$ cat src/rtl/pack_arbiter_if.sv
// Handshake bundle between the byte-stream sources, the packet arbiter and the packer.
// The arbiter sits on the slave modport; the sources/packer side uses master.
interface pack_arbiter_if #(
  parameter int NUM_SRC        = 4,
  parameter int SIZE_INPUT_BIT = 8
);
  logic [NUM_SRC-1:0]                i_valid;
  logic [NUM_SRC*SIZE_INPUT_BIT-1:0] i_data;
  logic [NUM_SRC-1:0]                o_ready;
  logic [SIZE_INPUT_BIT-1:0]         o_data;
  logic                              o_valid;
  logic                              i_ready_pack;
  logic [NUM_SRC-1:0]                o_grant;
  logic                              o_pkt_done;
  logic                              o_padded;

  modport master (
    output i_valid, i_data, i_ready_pack,
    input  o_ready, o_data, o_valid, o_grant, o_pkt_done, o_padded
  );

  modport slave (
    input  i_valid, i_data, i_ready_pack,
    output o_ready, o_data, o_valid, o_grant, o_pkt_done, o_padded
  );
endinterface

$ cat src/rtl/pack_arbiter.sv
// Round-robin packet arbiter: one source owns a fixed-length packet at a time, and a
// starving owner is replaced by fill words so every packet completes at full length.
module pack_arbiter #(
  parameter int                        NUM_SRC        = 4,
  parameter int                        SIZE_INPUT_BIT = 8,
  parameter int                        PAYLOAD_WORDS  = 243,
  parameter int                        TIMEOUT_CYCLES = 16,
  parameter logic [SIZE_INPUT_BIT-1:0] FILL_WORD      = 8'h00
) (
  input logic           i_clk,
  input logic           i_reset_n,
  pack_arbiter_if.slave bus
);
  localparam int IW = (NUM_SRC > 1) ? $clog2(NUM_SRC) : 1;
  localparam int CW = (PAYLOAD_WORDS > 1) ? $clog2(PAYLOAD_WORDS) : 1;
  localparam int SW = $clog2(TIMEOUT_CYCLES + 1);
  localparam logic [CW-1:0] LAST_WORD    = CW'(PAYLOAD_WORDS - 1);
  localparam logic [SW-1:0] STARVE_LIMIT = SW'(TIMEOUT_CYCLES - 1);
  localparam logic [IW:0]   NUM_SRC_W    = (IW + 1)'(NUM_SRC);

  typedef enum logic [1:0] {IDLE, XFER, PAD} state_t;

  state_t             state;
  logic [NUM_SRC-1:0] grant;
  logic [IW-1:0]      grant_idx;
  logic [IW-1:0]      last_idx;
  logic [CW-1:0]      word_cnt;
  logic [SW-1:0]      starve_cnt;

  logic                      req_found;
  logic [IW-1:0]             req_idx;
  logic [IW:0]               cand;
  logic                      src_valid;
  logic [SIZE_INPUT_BIT-1:0] src_data;
  logic                      out_valid;
  logic [SIZE_INPUT_BIT-1:0] out_data;
  logic [NUM_SRC-1:0]        out_ready;
  logic                      xfer;
  logic                      last_word;

  // Scan sources starting one past the previous owner so every requester gets a turn.
  always_comb begin
    req_found = 1'b0;
    req_idx   = '0;
    cand      = '0;
    for (int k = 1; k <= NUM_SRC; k++) begin
      cand = {1'b0, last_idx} + (IW + 1)'(k);
      if (cand >= NUM_SRC_W) begin
        cand = cand - NUM_SRC_W;
      end
      if (!req_found && bus.i_valid[cand[IW-1:0]]) begin
        req_found = 1'b1;
        req_idx   = cand[IW-1:0];
      end
    end
  end

  assign src_valid = bus.i_valid[grant_idx];
  assign src_data  = bus.i_data[int'(grant_idx) * SIZE_INPUT_BIT +: SIZE_INPUT_BIT];

  always_comb begin
    out_valid = 1'b0;
    out_data  = '0;
    out_ready = '0;
    case (state)
      XFER: begin
        out_valid = src_valid;
        out_data  = src_data;
        out_ready = bus.i_ready_pack ? grant : '0;
      end
      PAD: begin
        out_valid = 1'b1;
        out_data  = FILL_WORD;
      end
      default: ;
    endcase
  end

  assign xfer      = out_valid && bus.i_ready_pack;
  assign last_word = (word_cnt == LAST_WORD);

  assign bus.o_valid    = out_valid;
  assign bus.o_data     = out_data;
  assign bus.o_ready    = out_ready;
  assign bus.o_grant    = grant;
  assign bus.o_pkt_done = xfer && last_word;
  assign bus.o_padded   = xfer && last_word && (state == PAD);

  // Starvation only counts cycles where the owner has nothing; packer backpressure is not its fault.
  always_ff @(posedge i_clk or negedge i_reset_n) begin
    if (!i_reset_n) begin
      state      <= IDLE;
      grant      <= '0;
      grant_idx  <= '0;
      last_idx   <= IW'(NUM_SRC - 1);
      word_cnt   <= '0;
      starve_cnt <= '0;
    end else begin
      case (state)
        IDLE: begin
          if (req_found) begin
            grant      <= NUM_SRC'(1) << req_idx;
            grant_idx  <= req_idx;
            last_idx   <= req_idx;
            word_cnt   <= '0;
            starve_cnt <= '0;
            state      <= XFER;
          end
        end
        XFER: begin
          if (xfer) begin
            starve_cnt <= '0;
            if (last_word) begin
              grant <= '0;
              state <= IDLE;
            end else begin
              word_cnt <= word_cnt + 1'b1;
            end
          end else if (src_valid) begin
            starve_cnt <= '0;
          end else if (starve_cnt == STARVE_LIMIT) begin
            grant      <= '0;
            starve_cnt <= '0;
            state      <= PAD;
          end else begin
            starve_cnt <= starve_cnt + 1'b1;
          end
        end
        PAD: begin
          if (xfer) begin
            if (last_word) begin
              state <= IDLE;
            end else begin
              word_cnt <= word_cnt + 1'b1;
            end
          end
        end
        default: state <= IDLE;
      endcase
    end
  end
endmodule

$ cat src/flat_wrapper.sv
// flat-port wrapper written by rule: the top's interface ports become plain ports
module pack_arbiter_flat 
#(
  parameter int                        NUM_SRC        = 4,
  parameter int                        SIZE_INPUT_BIT = 8,
  parameter int                        PAYLOAD_WORDS  = 243,
  parameter int                        TIMEOUT_CYCLES = 16,
  parameter logic [SIZE_INPUT_BIT-1:0] FILL_WORD      = 8'h00
)
  (i_clk, i_reset_n, bus_i_valid, bus_i_data, bus_i_ready_pack, bus_o_ready, bus_o_data, bus_o_valid, bus_o_grant, bus_o_pkt_done, bus_o_padded);
  pack_arbiter_if #(.NUM_SRC(NUM_SRC), .SIZE_INPUT_BIT(SIZE_INPUT_BIT)) bus_i ();
  input logic i_clk;
  input logic i_reset_n;
  input wire logic [$bits(bus_i.i_valid)-1:0] bus_i_valid;
  input wire logic [$bits(bus_i.i_data)-1:0] bus_i_data;
  input wire logic [$bits(bus_i.i_ready_pack)-1:0] bus_i_ready_pack;
  output wire logic [$bits(bus_i.o_ready)-1:0] bus_o_ready;
  output wire logic [$bits(bus_i.o_data)-1:0] bus_o_data;
  output wire logic [$bits(bus_i.o_valid)-1:0] bus_o_valid;
  output wire logic [$bits(bus_i.o_grant)-1:0] bus_o_grant;
  output wire logic [$bits(bus_i.o_pkt_done)-1:0] bus_o_pkt_done;
  output wire logic [$bits(bus_i.o_padded)-1:0] bus_o_padded;
  assign bus_i.i_valid = bus_i_valid;
  assign bus_i.i_data = bus_i_data;
  assign bus_i.i_ready_pack = bus_i_ready_pack;
  assign bus_o_ready = bus_i.o_ready;
  assign bus_o_data = bus_i.o_data;
  assign bus_o_valid = bus_i.o_valid;
  assign bus_o_grant = bus_i.o_grant;
  assign bus_o_pkt_done = bus_i.o_pkt_done;
  assign bus_o_padded = bus_i.o_padded;
  pack_arbiter #(.NUM_SRC(NUM_SRC), .SIZE_INPUT_BIT(SIZE_INPUT_BIT), .PAYLOAD_WORDS(PAYLOAD_WORDS), .TIMEOUT_CYCLES(TIMEOUT_CYCLES), .FILL_WORD(FILL_WORD)) u_core (.i_clk(i_clk), .i_reset_n(i_reset_n), .bus(bus_i));
endmodule
$ cat config.mk
export PLATFORM = sky130hd
export DESIGN_NAME = pack_arbiter_flat
export DESIGN_NICKNAME = d
export VERILOG_FILES = /design/src/rtl/pack_arbiter_if.sv /design/src/rtl/pack_arbiter.sv /design/src/flat_wrapper.sv
export SDC_FILE = /design/constraint.sdc
export NUM_CORES = 1
export LEC_CHECK = 0
export CAP_MARGIN = 10
export CORE_ASPECT_RATIO = 1.75
export CORE_MARGIN = 2
export CORE_UTILIZATION = 25
export DETAILED_ROUTE_END_ITERATION = 8
export HOLD_SLACK_MARGIN = 0.02
export PLACE_DENSITY = 0.52
export SLEW_MARGIN = 20
export SYNTH_ARGS = -nofsm -noshare
export SYNTH_HDL_FRONTEND = slang
export SYNTH_SLANG_ARGS = --single-unit
$ cat constraint.sdc
create_clock -name i_clk -period 2.1 [get_ports i_clk]
set_clock_uncertainty 0.15 [all_clocks]
set_input_delay 0.42 -clock i_clk [delete_from_list [all_inputs] [get_ports i_clk]]
set_output_delay 0.42 -clock i_clk [all_outputs]
set_load 0.02 [all_outputs]
==> results of run 1 <==
-- logic make-up (layout without fill, tap and decap cells) --
logic type	count (synthesis)	count (layout)	share of synthesized area [%]
mux	13	13	15.6
compound gates	56	56	22.9
simple gates	68	68	20.4
buf+inv	16	129	3.91
fa+ha+maj	7	7	4.89
flops	23	23	32.3
-- state kept, by name (all words and copies together), names as in the netlist --
register / cells
u_core.grant_idx: 2
u_core.last_idx: 2
u_core.state: 2
u_core.word_cnt: 8
u_core.bus.o_grant: 4
u_core.starve_cnt: 5
-- how the worst max path moves through the flow --
stage | start | to | slack, ns | depth (start not counted)
floorplan | u_core.grant_idx[0] | bus_o_pkt_done | -0.009 | 5
global placement | bus_i_valid[2] | bus_o_valid | -0.81 | 6
detailed placement | bus_i_valid[2] | bus_o_pkt_done | -0.83 | 6
CTS | u_core.grant_idx[0] | bus_o_pkt_done | -0.30 | 5
global route | u_core.word_cnt[0] | bus_o_pkt_done | -0.33 | 7
finish | u_core.grant_idx[0] | bus_o_padded | -0.28 | 5
-- layout by cell type, fill, tap and decap left out, types with 3 or more instances in the layout --
cell type        synthesis  routed
buf_4                    0      46
clkdlybuf4s50_1          0      38
buf_6                    1      25
dfrtp_1                 21      20
nand2_1                 20      19
and2_4                   0      10
mux4_2                   1       9
o21ai_0                 12       7
nor2_1                   8       7
inv_1                    8       6
a21o_1                   6       6
and3_1                   5       5
a21oi_1                  6       5
o21a_1                   4       4
o21ai_1                  0       4
ha_1                     7       4
dlygate4sd2_1            0       4
buf_2                    1       4
nand4_1                  3       3
nor4_1                   4       3
o21ai_2                  3       3
o41ai_2                  1       3
a31oi_1                  4       3
nor3_1                   4       3
clkbuf_16                0       3
-- what timing repair did --
| action | in CTS | in global routing |
|---|---|---|
| hold buffers | 0 | 0 |
| resized for setup | 116 | 32 |
| buffers inserted | 8 | 7 |
| setup endpoints to repair | 35 | 33 |
| cloned | 1 | 0 |
| endpoints found under the hold margin | 0 | 0 |
| pin swaps | 20 | 10 |
-- per-stage QoR --
step | TNS, ns | std cells | utilization, % | setup WS (ns) | instance area [sq um]
6_report | -3.37 | 380 | 45.3 | -0.280 | 3130
4_1_cts | -3.65 | 374 | 42.9 | -0.296 | 2960
2_1_floorplan | -0.00886 | 183 | - | -0.00886 | 1810
3_5_place_dp | -18.08 | 361 | 40.3 | -0.827 | 2780
5_1_grt | -4.84 | 380 | 45.3 | -0.327 | 3130
3_3_place_gp | -17.52 | 361 | 40.3 | -0.814 | 2780
-- report_power, final --
part / internal, mW / switching (mW) / total, mW
combinational: 1.39 / 1.10 / 2.49
clock: 0.256 / 0.165 / 0.422
sequential: 0.572 / 0.102 / 0.674
-- final cells by class --
cell class                      count  area (sq um)
Clock inverter                      1          5.00
Inverter                            8          30.0
Multi-Input combinational cell    144          1270
Tap cell                           84           105
Fill cell                         672          3780
Clock buffer                        3          75.1
Timing Repair Buffer              117          1060
Sequential cell                    23           579
-- worst max-delay path, stage by stage (launching register included) --
cell,delay [ns]
dfrtp_2,0.41
mux4_2,0.60
o21ai_4,0.23
buf_6,0.13
nor3_2,0.03
buf_4,0.15
-- routing by layer --
metal | routed length (um) | vias to the layer above | track usage [%]
li1 | - | 929 | -
met1 | 2260 | 935 | 16.5
met2 | 3280 | 49 | 29.6
met3 | 343 | 4 | 1.94
met4 | 55 | 0 | 3.73
met5 | 0 | - | 0
==> metrics.txt, run 1 <==
clock sink total=23; r2r setup slk=-0.19 ns; Post-synth EDFFs=0; post-synthesis cell area=0.00179 sq mm; Distinct cells, synth=50; initial core utilization=25.9%; slew margin rel.=69.7%; total power draw=3.58 mW; Worst-path clk slew=0.06 ns; area leader, netlist=dfrtp_1; crit path DAT=1.81 ns; fmax=420 MHz; share of layout cells above drive strength 1=44.6%; Power Density=1140 mW/mm^2; VDD IR max=0.362 mV; Seq cells post-synth=23; vias in the first global route=1944; CORE AREA=0.00691 sq mm; yosys warns=0; hold depth=1; Startpoint Class=flip-flop; RSZ-0062 raised after global routing=yes; overall routing resource usage=15.2%; max cap viols=0; Worst R2R End=u_core.starve_cnt[2]; count of pins over their slew limit=0; H-tree Lvls=1; Min Hold Slack=0.350 ns; Crit path required time=1.53 ns; Mapped Avg Cell Area=9.78 sq um; Setup Viol. Count Final=23; Hold Vio Cnt, Final=0; Hold Crit Class=reg -> reg; worst slew pin tran=0.455 ns; Via density=5.04; Crit Path Category=reg -> out; Detail Route Antenna Nets=0; die span in y=116 um; pin count of the biggest net entering global routing=24; syn nets=229; root buffer cell=clkbuf_16; top post-synthesis cells by count=dfrtp_1 (21), nand2_1 (20), o21ai_0 (12); min-delay src=u_core.starve_cnt[4]; total grt overflow=0; final wirelength=5930 um; Net count, final=343; status=complete, but fails checks; initial antenna violation count=0; Inserted Clock Buffers=3; HPWL after DPL=4390 um; failing checks=setup timing; top post-synthesis cells by area=dfrtp_1 (29%), mux4_1 (12%), ha_1 (4.9%); Cells after Synth=183; async set or reset register ratio after synthesis=100%; CTS Buffer Depth=2; IO Pins=58; CTS tree=done; Pleak=1.42 nW; P&R area growth vs syn=74.8%; main flop type after synthesis=dfrtp_1; hold endpoint=u_core.starve_cnt[4]; DR pass1 iterations=5; FF-to-FF Start=u_core.grant_idx[0]; reg2reg path depth=6; post-route setup slack=-0.280 ns; DRC errors left=0; chip width=68.0 um; Total Die Area=0.00788 sq mm; CP max FO=3; vias post-DR=1917; port buffer count=57; first-pass GRT wire length=9240 um; Starting DRT DRC Count=40; register area share after synthesis=32.3%; fin crit period=2.38 ns; drt wl/cell=15.6 um; Worst-Skew Late Latency=0.26 ns; ANT cells=0; final estimated routing congestion in global placement=0.836; Worst setup EP type=primary output; most common cell in the netlist=dfrtp_1; area share of the largest cell type after synthesis=29.4%; Final period util=113%; FP Rows=40
Note: power is estimated with default switching activity, not from simulation.
==> run 2: changes to the inputs <==
--- a/config.mk
+++ b/config.mk
@@ -7,11 +7,11 @@
 export LEC_CHECK = 0
 export CAP_MARGIN = 10
 export CORE_ASPECT_RATIO = 1.75
-export CORE_MARGIN = 2
+export CORE_MARGIN = 3
 export CORE_UTILIZATION = 25
 export DETAILED_ROUTE_END_ITERATION = 8
 export HOLD_SLACK_MARGIN = 0.02
-export PLACE_DENSITY = 0.52
+export PLACE_DENSITY = 0.51
 export SLEW_MARGIN = 20
 export SYNTH_ARGS = -nofsm -noshare
 export SYNTH_HDL_FRONTEND = slang
==> constraint.sdc (replaced) <==
create_clock -name i_clk -period 2.9 [get_ports i_clk]
set_clock_uncertainty 0.15 [all_clocks]
set_input_delay 0.58 -clock i_clk [delete_from_list [all_inputs] [get_ports i_clk]]
set_output_delay 0.58 -clock i_clk [all_outputs]
set_load 0.02 [all_outputs]
==> run 2 against run 1 <==
The run now ends clean. Flip-flop and latch count did not move. Sequential power fell by 28%. Via count fell by 5.8%. Hold slack got worse by 0.014 ns. Critical path depth rose by 1. Largest cell class unchanged. Highest routed layer unchanged.
==> metrics.txt, run 2 (same netlist as run 1, synthesis figures left out) <==
Crit path required time=2.17 ns (+0.64 ns); CORE AREA=0.00691 sq mm (unchanged); Crit Path Category=in -> out; FF-to-FF Start=u_core.grant_idx[0]; Util after Layout=39.2% (-6.1 points); min-delay src=u_core.starve_cnt[4]; Worst Setup SP=bus_i_valid[3]; Worst-path clk slew=0.06 ns (about the same); FP Rows=40 (unchanged); initial core utilization=25.9% (unchanged); setup TNS=0 ns (+3.37 ns); post-CTS setup buffer count=0 (-8); Starting DRT DRC Count=52 (+30%); VDD IR max=0.300 mV (-17%); pin count of the biggest net entering global routing=24 (unchanged); Seq pwr share=23.1% (+4.3 points); Total Die Area=0.00825 sq mm (+4.7%); root buffer cell=clkbuf_16; Final period util=97.5%; HPWL after DPL=4640 um (+5.9%); Logic pwr share=62.2% (-7.2 points); NetSw=844 uW (-38%); P_int=1.25 mW (-44%); Switching Share=40.4% (+2.3 points); fin crit period=2.83 ns; Detail Route Antenna Nets=0 (unchanged); final wirelength=5730 um (-3.4%); CP max FO=2 (-1); ANT cells=0 (unchanged); most frequent cells in the layout=clkdlybuf4s50_1 (46), buf_4 (28), dfrtp_1 (21); chip width=70.0 um (+2.9%); Hold Crit Class=reg -> reg; Net count, final=311 (-9.3%); Inserted Clock Buffers=3 (unchanged); IO Pins=58 (unchanged); max cap viols=0 (unchanged); final estimated routing congestion in global placement=0.831 (-0.66%); vias in the first global route=1907 (-1.9%); H-tree Lvls=1 (unchanged); status=complete, no violations; DRC errors left=0 (unchanged); pre-CTS setup slack=-0.287 ns (+0.541 ns); Worst-Skew Late Latency=0.26 ns (about the same); count of pins over their slew limit=0 (unchanged); r2r setup slk=0.51 ns (+0.70 ns); share of layout cells above drive strength 1=18.6% (-26 points); critical path's slowest cell=mux4_2; most common cell after layout, fill and taps aside=clkdlybuf4s50_1; Worst setup EP type=primary output; DR pass1 iterations=4 (-1); total grt overflow=0 (unchanged); Largest register FFs=8 (unchanged); clock sink total=23 (unchanged); CTS tree=done; Worst path max stage delay=0.55 ns (-0.05 ns); hold_buf cts=0 (unchanged); drt wl/cell=16.5 um (+5.4%); CTS Buffer Depth=2 (unchanged); post-route setup slack=0.0728 ns (+0.353 ns); Biggest register=u_core.word_cnt; worst slew pin tran=0.853 ns (+0.398 ns); Clk network pwr share=14.7% (+2.9 points); crit path cell chain=clkdlybuf4s50_1, mux4_2, o21ai_2, nor2_1, and2_1, buf_2; Setup Viol. Count Final=0 (-100%); port buffer count=57 (unchanged); initial antenna violation count=0 (unchanged); Hold Vio Cnt, Final=0 (unchanged); Pleak=1.27 nW (-10%); slew margin rel.=42.4% (-27 points); fmax=354 MHz; first-pass GRT wire length=9400 um (+1.8%); Via density=5.19 (+2.9%); P&R area growth vs syn=51.2%; die span in y=118 um (+1.7%); overall routing resource usage=14.0% (-1.2 points); RSZ-0062 raised after global routing=no; crit path DAT=2.10 ns (+0.29 ns); vias post-DR=1806 (-5.8%); Startpoint Class=primary input; Power Density=772 mW/mm^2 (-33%)
-- run 2: power by group through the flow --
stage	Clock, mW	Combinational, mW	Sequential [mW]
after CTS	0.321	1.32	0.485
after global routing	0.332	1.41	0.500
after detailed placement	0	1.35	0.491
after global placement	0	1.33	0.489
final	0.308	1.30	0.483
after floorplan	0	0.774	0.508
-- run 2: path summary, 6_finish.rpt --
| check | cells after the start | to |
|---|---|---|
| max | 6 | bus_o_pkt_done |
| min | 1 | u_core.starve_cnt[4] |
| max reg2reg | 5 | u_core.state[1] |
| min reg2reg | 1 | u_core.starve_cnt[4] |
| max in group asynchronous | 2 | u_core.last_idx[0] |
| min in group asynchronous | 2 | u_core.bus.o_grant[0] |
-- run 2: cell type report --
cell class / count / area, sq um
Clock inverter: 1 / 5.00
Inverter: 8 / 30.0
Timing Repair Buffer: 85 / 771
Tap cell: 84 / 105
Fill cell: 721 / 4200
Clock buffer: 3 / 75.1
Multi-Input combinational cell: 144 / 1140
Sequential cell: 23 / 578
-- run 2: through the flow --
stage / area [sq um] / power, mW / hold WS (ns) / instances
6_report: 2710 / 2.09 / 0.336 / 348
4_1_cts: 2700 / 2.13 / 0.339 / 348
2_1_floorplan: 1790 / 1.28 / 0.134 / 183
5_1_grt: 2710 / 2.24 / 0.377 / 348
3_3_place_gp: 2640 / 1.82 / 0.309 / 344
3_5_place_dp: 2640 / 1.84 / 0.324 / 344
-- run 2: critical path, delay by kind of cell --
| family | cells | cell delay (ns) |
|---|---|---|
| buffers and inverters | 2 | 0.58 |
| muxes | 1 | 0.55 |
| AOI/OAI and AO/OA | 1 | 0.17 |
| and+or+nand+nor | 2 | 0.20 |
-- run 2: routing by layer --
layer	vias to the layer above	GRT usage, %	wire (um)
li1	877	-	-
met1	854	14.9	2270
met2	67	26.2	3050
met3	8	2.56	306
met4	0	6.12	102
met5	-	0	0
-- run 2: what timing repair did --
item                       CTS  global route
hold endpoints to repair     0             0
resized for setup           17             4
gates cloned                 0             0
setup endpoints to repair    7             6
pin swaps                    1             1
==> run 3: changes to the inputs <==
--- a/config.mk
+++ b/config.mk
@@ -7,7 +7,7 @@
 export LEC_CHECK = 0
 export CAP_MARGIN = 10
 export CORE_ASPECT_RATIO = 1.75
-export CORE_MARGIN = 3
+export CORE_MARGIN = 2
 export CORE_UTILIZATION = 25
 export DETAILED_ROUTE_END_ITERATION = 8
 export HOLD_SLACK_MARGIN = 0.02
==> run 3 against run 2 <==
First-iteration DRC count rose by 60%. Sequential share of layout area fell by 0.059 points. Clock power rose by 2%. Hold slack got worse by 0.0022 ns. Critical endpoint unchanged. Final cell count rose by 0.29%. Core utilization rose by 0.11 points. Flip-flop and latch count did not move.
==> metrics.txt, run 3 (same netlist as run 1, synthesis figures left out) <==
status=complete, no violations; slew margin rel.=40.0% (-2.4 points); Switching Share=40.5% (+0.18 points); Fill cells=702 (-2.6%); P&R area growth vs syn=51.6%; Worst-Skew Late Latency=0.26 ns (about the same); vias post-DR=1822 (+0.89%); HPWL after DPL=4570 um (-1.5%); count of pins over their slew limit=0 (unchanged); post-CTS setup buffer count=0 (unchanged); Crit path required time=2.17 ns (about the same); hold depth=1 (unchanged); max cap viols=0 (unchanged); Detail Route Antenna Nets=0 (unchanged); Startpoint Class=primary input; reg2reg path depth=8 (+3); first-pass GRT wire length=8870 um (-5.7%); Final period util=96.8% (-0.70 points); VDD IR max=0.278 mV (-7.4%); Worst-path clk slew=0.06 ns (about the same); Hold Vio Cnt, Final=0 (unchanged); Hold Crit Class=reg -> reg; port buffer count=57 (unchanged); drt wl/cell=16.0 um (-2.7%); FP Rows=40 (unchanged); Inserted Clock Buffers=3 (unchanged); NetSw=852 uW (+0.98%); final estimated routing congestion in global placement=0.799 (-3.8%); Setup Viol. Count Final=0 (unchanged); Biggest register=u_core.word_cnt; critical path's slowest cell=mux4_2; pin count of the biggest net entering global routing=15 (-38%); fin crit period=2.81 ns (-0.0203 ns); die span in y=116 um (-1.7%); clock sink total=23 (unchanged); ANT cells=0 (unchanged); Crit path buffers/inverters=2 (unchanged); total grt overflow=0 (unchanged); Power Density=774 mW/mm^2 (+0.26%); CP max FO=2 (unchanged); setup TNS=0 ns (unchanged); overall routing resource usage=14.8% (+0.79 points); Total Die Area=0.00788 sq mm (-4.5%); CTS Buffer Depth=2 (unchanged); DRC errors left=0 (unchanged); Seq pwr share=23.3% (+0.2 points); initial antenna violation count=0 (unchanged); critical path depth=6 (unchanged); final wirelength=5590 um (-2.4%); worst slew pin tran=0.888 ns (+0.0356 ns); root buffer cell=clkbuf_16; Util after Layout=39.3% (+0.11 points); pre-CTS setup slack=-0.278 ns (+0.00822 ns); CORE AREA=0.00691 sq mm (unchanged); crit path DAT=2.08 ns (-0.02 ns); post-route setup slack=0.0930 ns (+0.0203 ns); P_int=1.25 mW (+0.24%); DR pass1 iterations=4 (unchanged); Logic pwr share=61.8% (-0.4 points); Starting DRT DRC Count=83 (+60%); most common cell after layout, fill and taps aside=clkdlybuf4s50_1; Net count, final=312 (+0.32%); fmax=356 MHz (+0.72%); Clk network pwr share=14.9% (+0.2 points); Worst path max stage delay=0.53 ns (-0.02 ns); IO Pins=58 (unchanged); initial core utilization=25.9% (unchanged); Crit Path Category=in -> out; Pleak=1.28 nW (+0.42%); cell family with most CP delay=buffers and inverters; Largest register FFs=8 (unchanged); Worst setup EP type=primary output; RSZ-0062 raised after global routing=no; most frequent cells in the layout=clkdlybuf4s50_1 (46), buf_4 (29), dfrtp_1 (21); vias in the first global route=1794 (-5.9%); chip width=68.0 um (-2.9%); crit path cell chain=clkdlybuf4s50_1, mux4_2, o21ai_2, nor2_1, and2_1, buf_2; share of layout cells above drive strength 1=18.9% (+0.31 points); H-tree Lvls=1 (unchanged); Via density=5.22 (+0.60%); CTS tree=done
==> run 3: power by group through the flow <==
stage	logic [mW]	clock network, mW	registers (mW)
floorplan	0.774	0	0.508
global placement	1.34	0	0.496
detailed placement	1.34	0	0.497
CTS	1.32	0.324	0.491
global route	1.43	0.335	0.503
finish	1.30	0.313	0.490
==> run 3: final cells by class <==
cell class / instances / area, sq um / share of cell area, %
Inverter: 8 / 30.0 / 1.11
Clock buffer: 3 / 75.1 / 2.77
Sequential cell: 23 / 578 / 21.3
Tap cell: 84 / 105 / 3.87
Multi-Input combinational cell: 144 / 1140 / 42.1
Clock inverter: 1 / 5.00 / 0.184
Timing Repair Buffer: 86 / 778 / 28.7
==> run 3: what timing repair did <==
action,in CTS,in global routing
gates resized for setup,17,4
endpoints found under the setup margin,7,5
gates cloned,0,0
pin swaps,1,1
hold endpoints to repair,0,0
hold buffers,0,0
==> run 3: path summary, 6_finish.rpt <==
path | from | to | slack [ns]
worst max-delay path | bus_i_valid[3] | bus_o_pkt_done | 0.09
min in group asynchronous | i_reset_n | u_core.bus.o_grant[1] | 0.58
worst max register to register | u_core.state[0] | u_core.word_cnt[6] | 0.54
max in group asynchronous | i_reset_n | u_core.word_cnt[4] | 1.41
worst min-delay path | u_core.starve_cnt[4] | u_core.starve_cnt[4] | 0.33
worst min register to register | u_core.starve_cnt[4] | u_core.starve_cnt[4] | 0.33
==> run 3: routing by layer <==
metal / wire [um] / GRT usage (%) / part of all wire, % / vias to the layer above
li1: - / - / - / 874
met1: 2100 / 15.9 / 38 / 867
met2: 2970 / 27.8 / 53 / 70
met3: 400 / 2.82 / 7.2 / 11
met4: 117 / 5.07 / 2.1 / 0
met5: 0 / 0 / 0 / -
==> run 3: per-stage QoR <==
| step | total power, mW | instances | area, sq um | hold slack [ns] |
|---|---|---|---|---|
| finish | 2.10 | 349 | 2710 | 0.334 |
| global route | 2.27 | 349 | 2710 | 0.376 |
| CTS | 2.13 | 349 | 2700 | 0.341 |
| detailed placement | 1.84 | 345 | 2640 | 0.322 |
| global placement | 1.83 | 345 | 2640 | 0.320 |
| floorplan | 1.28 | 183 | 1790 | 0.134 |
